## src/rtl/host_interface_master_if.sv

```systemverilog
`default_nettype none
// ============================================================================
// host_interface_master_if
//   Command/response handshake plus the state/ctl/data/rdy host register bus.
//   Revision: 1.0
// ============================================================================
interface host_interface_master_if;
    logic        cmd_valid;
    logic        cmd_ready;
    logic        cmd_write;
    logic [15:0] cmd_ep;
    logic [15:0] cmd_reg;
    logic [15:0] cmd_wdata;
    logic        rsp_valid;
    logic [15:0] rsp_rdata;
    logic        rsp_timeout;
    logic [3:0]  state;
    logic [2:0]  ctl;
    logic        rdy;
    logic [15:0] data_out;
    logic        data_oe;
    logic [15:0] data_in;

    modport master (
        input  cmd_valid, cmd_write, cmd_ep, cmd_reg, cmd_wdata, rdy, data_in,
        output cmd_ready, rsp_valid, rsp_rdata, rsp_timeout, state, ctl,
               data_out, data_oe
    );

    modport slave (
        output cmd_valid, cmd_write, cmd_ep, cmd_reg, cmd_wdata, rdy, data_in,
        input  cmd_ready, rsp_valid, rsp_rdata, rsp_timeout, state, ctl,
               data_out, data_oe
    );
endinterface
`default_nettype wire

```

## src/rtl/host_interface_master.sv

```systemverilog
`default_nettype none
// ============================================================================
// host_interface_master
//   Sequences single register write/read commands onto the host register bus,
//   skipping SETEP/SETREG phases when the cached address already matches.
//   Revision: 1.0
// ============================================================================
module host_interface_master #(
    parameter int SETTLE_CYCLES = 2,
    parameter int TIMEOUT       = 255
) (
    input  wire logic             if_clock,
    input  wire logic             resetb,
    host_interface_master_if.master bus
);

    typedef enum logic [3:0] {
        ST_IDLE       = 4'd0,
        ST_EP_SETTLE  = 4'd1,
        ST_EP_STROBE  = 4'd2,
        ST_REG_SETTLE = 4'd3,
        ST_REG_STROBE = 4'd4,
        ST_VAL_SETTLE = 4'd5,
        ST_VAL_STROBE = 4'd6,
        ST_RD_SETTLE  = 4'd7,
        ST_RD_STROBE  = 4'd8,
        ST_RD_WAIT    = 4'd9,
        ST_DONE       = 4'd10
    } fsm_t;

    localparam logic [3:0]  CODE_IDLE    = 4'd0;
    localparam logic [3:0]  CODE_SETEP   = 4'd1;
    localparam logic [3:0]  CODE_SETREG  = 4'd2;
    localparam logic [3:0]  CODE_SETRVAL = 4'd3;
    localparam logic [3:0]  CODE_RDDATA  = 4'd4;
    localparam logic [15:0] SETTLE_LAST  = 16'(SETTLE_CYCLES - 1);
    localparam logic [15:0] TIMEOUT_LAST = 16'(TIMEOUT - 1);

    fsm_t        fsm_q, fsm_d;
    logic [15:0] cnt_q, cnt_d;
    logic        write_q, write_d;
    logic [15:0] ep_q, ep_d;
    logic [15:0] reg_q, reg_d;
    logic [15:0] wdata_q, wdata_d;
    logic [15:0] ep_cache_q, ep_cache_d;
    logic        ep_valid_q, ep_valid_d;
    logic [15:0] reg_cache_q, reg_cache_d;
    logic        reg_valid_q, reg_valid_d;

    logic        cmd_ready_q, cmd_ready_d;
    logic [3:0]  code_q, code_d;
    logic        strobe_q, strobe_d;
    logic [15:0] dout_q, dout_d;
    logic        oe_q, oe_d;
    logic        rsp_valid_q, rsp_valid_d;
    logic [15:0] rdata_q, rdata_d;
    logic        timeout_q, timeout_d;

    logic        accept;
    logic        acc_ep_miss;
    logic        acc_reg_miss;
    logic        reg_miss;
    fsm_t        final_phase;

    assign accept       = bus.cmd_valid && cmd_ready_q;
    assign acc_ep_miss  = !ep_valid_q  || (bus.cmd_ep  != ep_cache_q);
    assign acc_reg_miss = !reg_valid_q || (bus.cmd_reg != reg_cache_q);
    // The REG cache cannot change between accept and the REG decision.
    assign reg_miss     = !reg_valid_q || (reg_q != reg_cache_q);
    assign final_phase  = write_q ? ST_VAL_SETTLE : ST_RD_SETTLE;

    always_comb begin
        fsm_d       = fsm_q;
        cnt_d       = cnt_q;
        write_d     = write_q;
        ep_d        = ep_q;
        reg_d       = reg_q;
        wdata_d     = wdata_q;
        ep_cache_d  = ep_cache_q;
        ep_valid_d  = ep_valid_q;
        reg_cache_d = reg_cache_q;
        reg_valid_d = reg_valid_q;
        rdata_d     = rdata_q;
        timeout_d   = timeout_q;

        case (fsm_q)
            ST_IDLE: begin
                if (accept) begin
                    write_d = bus.cmd_write;
                    ep_d    = bus.cmd_ep;
                    reg_d   = bus.cmd_reg;
                    wdata_d = bus.cmd_wdata;
                    cnt_d   = 16'd0;
                    if (acc_ep_miss)       fsm_d = ST_EP_SETTLE;
                    else if (acc_reg_miss) fsm_d = ST_REG_SETTLE;
                    else if (bus.cmd_write) fsm_d = ST_VAL_SETTLE;
                    else                   fsm_d = ST_RD_SETTLE;
                end
            end
            ST_EP_SETTLE, ST_REG_SETTLE, ST_VAL_SETTLE, ST_RD_SETTLE: begin
                if (cnt_q == SETTLE_LAST) begin
                    fsm_d = fsm_t'(fsm_q + 4'd1);
                end else begin
                    cnt_d = cnt_q + 16'd1;
                end
            end
            ST_EP_STROBE: begin
                ep_cache_d = ep_q;
                ep_valid_d = 1'b1;
                cnt_d      = 16'd0;
                fsm_d      = reg_miss ? ST_REG_SETTLE : final_phase;
            end
            ST_REG_STROBE: begin
                reg_cache_d = reg_q;
                reg_valid_d = 1'b1;
                cnt_d       = 16'd0;
                fsm_d       = final_phase;
            end
            ST_VAL_STROBE: begin
                rdata_d   = 16'd0;
                timeout_d = 1'b0;
                fsm_d     = ST_DONE;
            end
            ST_RD_STROBE: begin
                cnt_d = 16'd0;
                fsm_d = ST_RD_WAIT;
            end
            ST_RD_WAIT: begin
                if (bus.rdy) begin
                    rdata_d   = bus.data_in;
                    timeout_d = 1'b0;
                    fsm_d     = ST_DONE;
                end else if (cnt_q == TIMEOUT_LAST) begin
                    // A silent device leaves its address state unknown.
                    rdata_d     = 16'd0;
                    timeout_d   = 1'b1;
                    ep_valid_d  = 1'b0;
                    reg_valid_d = 1'b0;
                    fsm_d       = ST_DONE;
                end else begin
                    cnt_d = cnt_q + 16'd1;
                end
            end
            ST_DONE: begin
                fsm_d = ST_IDLE;
            end
            default: begin
                fsm_d = ST_IDLE;
            end
        endcase

        // Bus outputs are decoded from the next state so they are registered.
        cmd_ready_d = 1'b0;
        code_d      = CODE_IDLE;
        strobe_d    = 1'b0;
        dout_d      = 16'd0;
        oe_d        = 1'b0;
        rsp_valid_d = 1'b0;
        case (fsm_d)
            ST_IDLE: begin
                cmd_ready_d = 1'b1;
            end
            ST_EP_SETTLE, ST_EP_STROBE: begin
                code_d   = CODE_SETEP;
                dout_d   = ep_d;
                oe_d     = 1'b1;
                strobe_d = (fsm_d == ST_EP_STROBE);
            end
            ST_REG_SETTLE, ST_REG_STROBE: begin
                code_d   = CODE_SETREG;
                dout_d   = reg_d;
                oe_d     = 1'b1;
                strobe_d = (fsm_d == ST_REG_STROBE);
            end
            ST_VAL_SETTLE, ST_VAL_STROBE: begin
                code_d   = CODE_SETRVAL;
                dout_d   = wdata_d;
                oe_d     = 1'b1;
                strobe_d = (fsm_d == ST_VAL_STROBE);
            end
            ST_RD_SETTLE, ST_RD_STROBE, ST_RD_WAIT: begin
                code_d   = CODE_RDDATA;
                strobe_d = (fsm_d == ST_RD_STROBE);
            end
            ST_DONE: begin
                rsp_valid_d = 1'b1;
            end
            default: begin
                cmd_ready_d = 1'b0;
            end
        endcase
    end

    always_ff @(posedge if_clock) begin
        if (!resetb) begin
            fsm_q       <= ST_IDLE;
            cnt_q       <= 16'd0;
            write_q     <= 1'b0;
            ep_q        <= 16'd0;
            reg_q       <= 16'd0;
            wdata_q     <= 16'd0;
            ep_cache_q  <= 16'd0;
            ep_valid_q  <= 1'b0;
            reg_cache_q <= 16'd0;
            reg_valid_q <= 1'b0;
            cmd_ready_q <= 1'b0;
            code_q      <= CODE_IDLE;
            strobe_q    <= 1'b0;
            dout_q      <= 16'd0;
            oe_q        <= 1'b0;
            rsp_valid_q <= 1'b0;
            rdata_q     <= 16'd0;
            timeout_q   <= 1'b0;
        end else begin
            fsm_q       <= fsm_d;
            cnt_q       <= cnt_d;
            write_q     <= write_d;
            ep_q        <= ep_d;
            reg_q       <= reg_d;
            wdata_q     <= wdata_d;
            ep_cache_q  <= ep_cache_d;
            ep_valid_q  <= ep_valid_d;
            reg_cache_q <= reg_cache_d;
            reg_valid_q <= reg_valid_d;
            cmd_ready_q <= cmd_ready_d;
            code_q      <= code_d;
            strobe_q    <= strobe_d;
            dout_q      <= dout_d;
            oe_q        <= oe_d;
            rsp_valid_q <= rsp_valid_d;
            rdata_q     <= rdata_d;
            timeout_q   <= timeout_d;
        end
    end

    assign bus.cmd_ready   = cmd_ready_q;
    assign bus.rsp_valid   = rsp_valid_q;
    assign bus.rsp_rdata   = rdata_q;
    assign bus.rsp_timeout = timeout_q;
    assign bus.state       = code_q;
    assign bus.ctl         = {1'b0, strobe_q, 1'b0};
    assign bus.data_out    = dout_q;
    assign bus.data_oe     = oe_q;

endmodule
`default_nettype wire
```

## src/flat_wrapper.sv

```systemverilog
// flat-port wrapper written by rule: the top's interface ports become plain ports
module host_interface_master_flat 
#(
    parameter int SETTLE_CYCLES = 2,
    parameter int TIMEOUT       = 255
)
  (if_clock, resetb, bus_cmd_valid, bus_cmd_write, bus_cmd_ep, bus_cmd_reg, bus_cmd_wdata, bus_rdy, bus_data_in, bus_cmd_ready, bus_rsp_valid, bus_rsp_rdata, bus_rsp_timeout, bus_state, bus_ctl, bus_data_out, bus_data_oe);
  host_interface_master_if bus_i ();
  input  wire logic if_clock;
  input  wire logic resetb;
  input wire logic [$bits(bus_i.cmd_valid)-1:0] bus_cmd_valid;
  input wire logic [$bits(bus_i.cmd_write)-1:0] bus_cmd_write;
  input wire logic [$bits(bus_i.cmd_ep)-1:0] bus_cmd_ep;
  input wire logic [$bits(bus_i.cmd_reg)-1:0] bus_cmd_reg;
  input wire logic [$bits(bus_i.cmd_wdata)-1:0] bus_cmd_wdata;
  input wire logic [$bits(bus_i.rdy)-1:0] bus_rdy;
  input wire logic [$bits(bus_i.data_in)-1:0] bus_data_in;
  output wire logic [$bits(bus_i.cmd_ready)-1:0] bus_cmd_ready;
  output wire logic [$bits(bus_i.rsp_valid)-1:0] bus_rsp_valid;
  output wire logic [$bits(bus_i.rsp_rdata)-1:0] bus_rsp_rdata;
  output wire logic [$bits(bus_i.rsp_timeout)-1:0] bus_rsp_timeout;
  output wire logic [$bits(bus_i.state)-1:0] bus_state;
  output wire logic [$bits(bus_i.ctl)-1:0] bus_ctl;
  output wire logic [$bits(bus_i.data_out)-1:0] bus_data_out;
  output wire logic [$bits(bus_i.data_oe)-1:0] bus_data_oe;
  assign bus_i.cmd_valid = bus_cmd_valid;
  assign bus_i.cmd_write = bus_cmd_write;
  assign bus_i.cmd_ep = bus_cmd_ep;
  assign bus_i.cmd_reg = bus_cmd_reg;
  assign bus_i.cmd_wdata = bus_cmd_wdata;
  assign bus_i.rdy = bus_rdy;
  assign bus_i.data_in = bus_data_in;
  assign bus_cmd_ready = bus_i.cmd_ready;
  assign bus_rsp_valid = bus_i.rsp_valid;
  assign bus_rsp_rdata = bus_i.rsp_rdata;
  assign bus_rsp_timeout = bus_i.rsp_timeout;
  assign bus_state = bus_i.state;
  assign bus_ctl = bus_i.ctl;
  assign bus_data_out = bus_i.data_out;
  assign bus_data_oe = bus_i.data_oe;
  host_interface_master #(.SETTLE_CYCLES(SETTLE_CYCLES), .TIMEOUT(TIMEOUT)) u_core (.if_clock(if_clock), .resetb(resetb), .bus(bus_i));
endmodule
```

## config.mk

```make
export PLATFORM = sky130hd
export DESIGN_NAME = host_interface_master_flat
export DESIGN_NICKNAME = d
export VERILOG_FILES = /design/src/rtl/host_interface_master_if.sv /design/src/rtl/host_interface_master.sv /design/src/flat_wrapper.sv
export SDC_FILE = /design/constraint.sdc
export NUM_CORES = 1
export LEC_CHECK = 0
export ABC_CLOCK_PERIOD_IN_PS = 3000
export BUFFER_PORTS_ARGS = -buffer_cell sky130_fd_sc_hd__buf_2
export CAP_MARGIN = 15
export CORE_UTILIZATION = 56
export DETAILED_ROUTE_END_ITERATION = 6
export GPL_ROUTABILITY_DRIVEN = 0
export PLACE_DENSITY = 0.79
export SKIP_LAST_GASP = 1
export SYNTH_ARGS = -nofsm -noshare
export SYNTH_HDL_FRONTEND = slang
export SYNTH_SLANG_ARGS = --single-unit
```

## constraint.sdc

```tcl
create_clock -name if_clock -period 3 [get_ports if_clock]
set_input_delay 0.3 -clock if_clock [delete_from_list [all_inputs] [get_ports if_clock]]
set_output_delay 0.3 -clock if_clock [all_outputs]
set_load 0.01 [all_outputs]
```

Word-level counts from Yosys, hierarchy flattened:

Index checks and enable logic that the tools add are counted.

* reductions and logical operators: 24
* eq/ne operators: 30
* muxes and demuxes: 37
* add/subtract/negate cells: 2

Operators with widths (count)
* two-way mux 16 bit: 12
* one-hot mux 16 bit (4 select lines): 1
* inequality test 16 bit: 3
* one-hot mux 16 bit (3 select lines): 1
* == test 4 x 3 -> 1 bit, second input constant: 8
* one-hot mux 16 bit (2 select lines): 1
* two-way mux 4 bit: 7
* one-hot mux 4 bit (7 select lines): 1
* == test 4 bit, second input constant: 5
* adder 16 x 1 -> 16 bit, second input constant: 1
* == test 16 x 1 -> 1 bit, second input constant: 1
* == test 16 x 8 -> 1 bit, second input constant: 1
* == test 4 x 2 -> 1 bit, second input constant: 4
* one-hot mux 3 bit (4 select lines): 1
* == test 4 x 1 -> 1 bit, second input constant: 2
* zero test 4 bit: 2
* two-way mux 1 bit: 7
* inequality test 2 bit, second input constant: 3
* one-hot mux 1 bit (2 select lines): 3
* AND reduction 3 bit: 2
* nonzero test 2 bit: 3
* OR reduction 2 bit: 3
* OR reduction 3 bit: 2
* OR reduction 6 bit: 1
* other kinds (12): 18

* input bits: 69
* bits in registers: 144
* output and inout port bits: 43
* logic and storage cells: 111

Logic depth before layout (Yosys ltp):

* word-level depth: 9
* mapped depth: 13

Worst setup path before layout:

OpenSTA, ideal clock, no wires.

* path kind: flip-flop to flip-flop
* from: register u_core.cnt_q[0]
* to: register u_core.dout_q[10], in the netlist u_core.bus.data_out[10]
* data arrival time: 2.407 ns
* slack: 0.473 ns
* cell stages (with the launch flop): 12
* cell sequence: dfxtp_1 -> inv_1 -> ha_1 -> and3_1 -> and4_1 -> o21ai_0 -> o2111ai_1 -> nor3_4 -> xnor2_1 -> clkbuf_1 -> o21bai_1 -> a21oi_2

* word-level cells in the longest chain between the ends: 7

Ends and longest elaborated chain
* start, declared: line host_interface_master.sv:40 `logic [15:0] cnt_q, cnt_d;`
* start signal, assigned: line host_interface_master.sv:216 `cnt_q <= cnt_d;`
* == test 16 x 8 -> 1 bit: line host_interface_master.sv:133 `end else if (cnt_q == TIMEOUT_LAST) begin`
* two-way mux 4 bit: line host_interface_master.sv:133
* two-way mux 4 bit: line host_interface_master.sv:129 `if (bus.rdy) begin`
* one-hot mux 4 bit (7 select lines) *: line host_interface_master.sv:86 `case (fsm_q)`
* == test 4 x 3 -> 1 bit, or another cell as far along: line host_interface_master.sv:159 `case (fsm_d)`
* OR reduction 2 bit: line host_interface_master.sv:159
* one-hot mux 16 bit (3 select lines) *: line host_interface_master.sv:159
* end signal, assigned: line host_interface_master.sv:228 `dout_q <= dout_d;`
* end, declared: line host_interface_master.sv:53 `logic [15:0] dout_q, dout_d;`

Every way passes the cells marked *; elsewhere a longest branch is shown, timed or not.
A chain may end at the register's enable or synchronous reset.

Worst setup path in the final report:

* from: register u_core.fsm_q[1]
* to: register u_core.dout_q[7], in the netlist u_core.bus.data_out[7]

* word-level cells in the longest chain between the ends: 6

Ends and longest elaborated chain
* start, declared: line host_interface_master.sv:39 `fsm_t fsm_q, fsm_d;`
* start signal, assigned: line host_interface_master.sv:215 `fsm_q <= fsm_d;`
* adder 4 x 1 -> 4 bit, or another cell as far along: line host_interface_master.sv:102 `fsm_d = fsm_t'(fsm_q + 4'd1);`
* two-way mux 4 bit, or another cell as far along: line host_interface_master.sv:101 `if (cnt_q == SETTLE_LAST) begin`
* one-hot mux 4 bit (7 select lines): line host_interface_master.sv:86
* == test 4 x 3 -> 1 bit, or another cell as far along: line host_interface_master.sv:159
* OR reduction 2 bit: line host_interface_master.sv:159
* one-hot mux 16 bit (3 select lines) *: line host_interface_master.sv:159

Marks and branches as above.

==> impl_metrics.tcl <==
set metrics [dict create \
    grt_pass1_wl_um 27900 \
    seq_area_frac_synth_pct 43.1 \
    worst_slew_pin_slew_ns 0.614 \
    hold_path.class "in -> reg" \
    fillers 948 \
    slowest_delay_ns 0.43 \
    drt-total-wl_um 16700 \
    clockBufferDepth 2 \
    p_int_mw 3.93 \
    worstSetupPathType "reg -> reg" \
    area_growth_syn_to_layout_pct 18.4 \
    fin_crit_sh_pct 94.6 \
    path_clk_slew_ns 0.06 \
    async_reset_ff_share_pct 0 \
    grt-ovfl-total 0 \
    fin_crit_ns 2.84 \
    clock_latency_ns 0.42 \
    ys_ff_latch 143 \
    final_antenna_net_count 0 \
    initial_core_util_pct 57.7 \
    design_power_total_mw 5.72 \
    crit_required_ns 3.30 \
    synth_flop_cell "dfxtp_1" \
    dp.cells 1016 \
    antenna_found_initial 0 \
    violations "DRC" \
    cp_top_family "compound AO/OA/AOI/OAI gates" \
    cts.htree.levels 4 \
    drcViolationCount 20 \
    coreArea_um2 11500 \
    cts_root_buf "clkbuf_16" \
    synth_area_um2 6650 \
    met3_length_um 1170 \
    core.rowCount 39 \
    cts_sinks 143 \
    die_x_um 111 \
    dieArea_um2 12300 \
    ios 112 \
    p_per_area_nw_per_um2 727 \
    wl_met2_um 8250 \
    first_iter_violations 402 \
    cp_num_buf_inv 3 \
    synth_area_per_cell_um2 8.36 \
    grt_pass1_vias 5820 \
    vias 5884 \
    hold_violations 0 \
    fmax_mhz 352 \
    fin_cells 1048 \
    finClkSkew_ns 0.00493 \
    synth_edf_count 0 \
    p_sw_share_pct 31.3 \
    wl_per_cell_um 16.0 \
    synth_cells 795 \
    netlist-cell-type-count 54 \
    cp_slowest_cell "dfxtp_1" \
    antenna_cells 0 \
    p_clk_share_pct 36.0 \
    multiInputGateArea_um2 3540 \
    layout-drive-gt1-share_pct 19.3 \
    cts_tree "done" \
    fin_nets 968 \
    track_usage_pct 28.7 \
    synth_warnings 0 \
    die-height_um 111 \
    viasPerCell 5.61 \
    tns_ns 0 \
    drt-met1-wl_um 6860 \
    fin_util_pct 68.3 \
    finalMaxSlewViolations 0 \
    p_leak_nw 3.21 \
    rsz0062_at_grt "no" \
    comb_power_share_pct 26.1 \
    max_slew_margin_pct 59.0 \
    dp_hpwl_um 11900 \
    layout_setup_ws_ns 0.161 \
    path_cells "inv_1 > ha_1 > o21bai_1 > nor2_1 > or3_1 > a21oi_2 > buf_4 > nor3_1 > buf_4 > o21ai_0 > a21oi_2" \
    path_max_fanout 16 \
    register_area_um2 2860 \
    switchingPower_mw 1.79 \
    cp.arrival_ns 3.14 \
    crit_path_start_kind "flop" \
    setup_viol_count_final 0 \
    ir_drop_uv 473 \
    port_buffers 108 \
    maxCapViolations 0 \
    cts_buffers 17 \
    cp-end-kind "flop" \
    grt_max_degree 56 \
    status "finished with violations" \
    top_layer "met4" \
    power_frac_seq_pct 37.9 \
    drtPass1Iterations 7 \
    post-place-ws_ns 0.0368 \
]
-- timing repair --
item                                    CTS  global route
gates resized for setup                   0             2
endpoints found under the setup margin    0            17
hold buffers                              0             0
setup buffers                             0             0
-- worst reg2reg max path, stage by stage, from the launching register on --
cell and delay [ns]:
dfxtp_1 0.43, inv_1 0.09, ha_1 0.26, o21bai_1 0.38, nor2_1 0.17, or3_1 0.35, a21oi_2 0.18, buf_4 0.18
nor3_1 0.06, buf_4 0.19, o21ai_0 0.34, a21oi_2 0.10
-- layout make-up --
type	instances	area share (%)
Multi-Input combinational cell	594	44.9
Sequential cell	143	36.4
Timing Repair Buffer	124	8.40
Clock buffer	22	6.03
Tap cell	143	2.27
Clock inverter	10	1.42
Inverter	12	0.572
-- placed cells by master (no fill, tap or decap), types with 4 or more instances in the layout --
cell	synthesis	layout
nand2_1	192	192
dfxtp_1	143	143
buf_2	2	108
a21boi_0	67	67
a21oi_1	42	42
xnor2_1	35	35
nor2_1	28	28
xor2_1	27	27
o21ai_0	26	26
nor2b_1	25	25
and2_1	21	21
o21bai_1	19	19
clkbuf_16	0	17
a22oi_1	16	16
buf_4	4	16
inv_1	12	12
nor3_1	10	10
a21oi_2	10	10
nand4_1	9	9
nand3_1	8	8
and3_1	8	8
ha_1	7	7
nor4_1	6	6
clkinv_2	0	4
-- power by group through the flow --
stage          logic [mW]  registers [mW]  clock network (mW)
2_1_floorplan        1.04            2.19                   0
4_1_cts              1.47            2.16                2.08
6_report             1.49            2.17                2.06
3_3_place_gp         1.42            2.19                   0
5_1_grt              1.64            2.18                2.18
3_5_place_dp         1.46            2.20                   0
-- sequential cells by signal (all words and copies together), names as in the netlist, 4 cells and up --
name and flops:
u_core.bus.data_out 16, u_core.reg_cache_q 16, u_core.ep_q 16, u_core.cnt_q 16
u_core.wdata_q 16, u_core.ep_cache_q 16, u_core.fsm_q 4, u_core.reg_q 16
u_core.bus.rsp_rdata 16
-- routing by layer --
metal	track usage (%)	vias to the layer above
li1	-	2860
met1	34.5	2752
met2	49.4	235
met3	6.40	37
met4	12.1	0
met5	0	-
-- cells in the mapped netlist, types with 2 or more instances --
master	count	share of area, %
a31oi_1	2	0.19
dfxtp_1	143	43
and4_1	3	0.40
buf_1	4	0.23
mux2i_1	2	0.30
o21bai_1	19	2.1
nand2_1	192	11
o21ai_1	2	0.15
ha_1	7	1.3
xnor2_1	35	4.6
buf_2	2	0.15
nand3_1	8	0.60
buf_4	4	0.45
and3_1	8	0.75
xor2_1	27	3.6
o21ai_0	26	2.0
inv_1	12	0.68
nand4_1	9	0.85
a21oi_2	10	1.3
a21boi_0	67	7.6
a22oi_1	16	1.8
clkbuf_1	35	2.0
nor3_1	10	0.75
nor4b_2	2	0.45
or3_1	3	0.28
a21oi_1	42	3.2
nor4_1	6	0.56
nor2b_1	25	2.4
buf_6	2	0.34
nor2_1	28	1.6
and2_1	21	2.0
-- stage by stage --
| stage | hold slack (ns) | area (um^2) |
|---|---|---|
| after CTS | 0.139 | 7860 |
| after floorplan | 0.441 | 6660 |
| final | 0.148 | 7870 |
| after detailed placement | 0.458 | 7270 |
| after global routing | 0.155 | 7870 |
| after global placement | 0.447 | 7270 |
-- worst paths after layout --
path	slack (ns)	depth (start not counted)	to	start
worst min register to register	0.46	2	u_core.ep_cache_q[8]	u_core.ep_q[8]
worst max-delay path	0.16	11	u_core.bus.data_out[7]	u_core.fsm_q[1]
worst max register to register	0.16	11	u_core.bus.data_out[7]	u_core.fsm_q[1]
worst min-delay path	0.15	3	u_core.bus.rsp_rdata[2]	bus_data_in[2]
-- cell families after synthesis --
logic type,count (synthesis),synth area share (%)
DFF,143,43.1
buffers and inverters,60,4.12
xor gates and xnor gates,62,8.17
muxes,2,0.301
AOI/OAI and AO/OA,196,19.9
adders and majority gates,7,1.32
other,1,0.0564
and+or+nand+nor,324,23.1
Note: power is estimated with default switching activity, not from simulation.
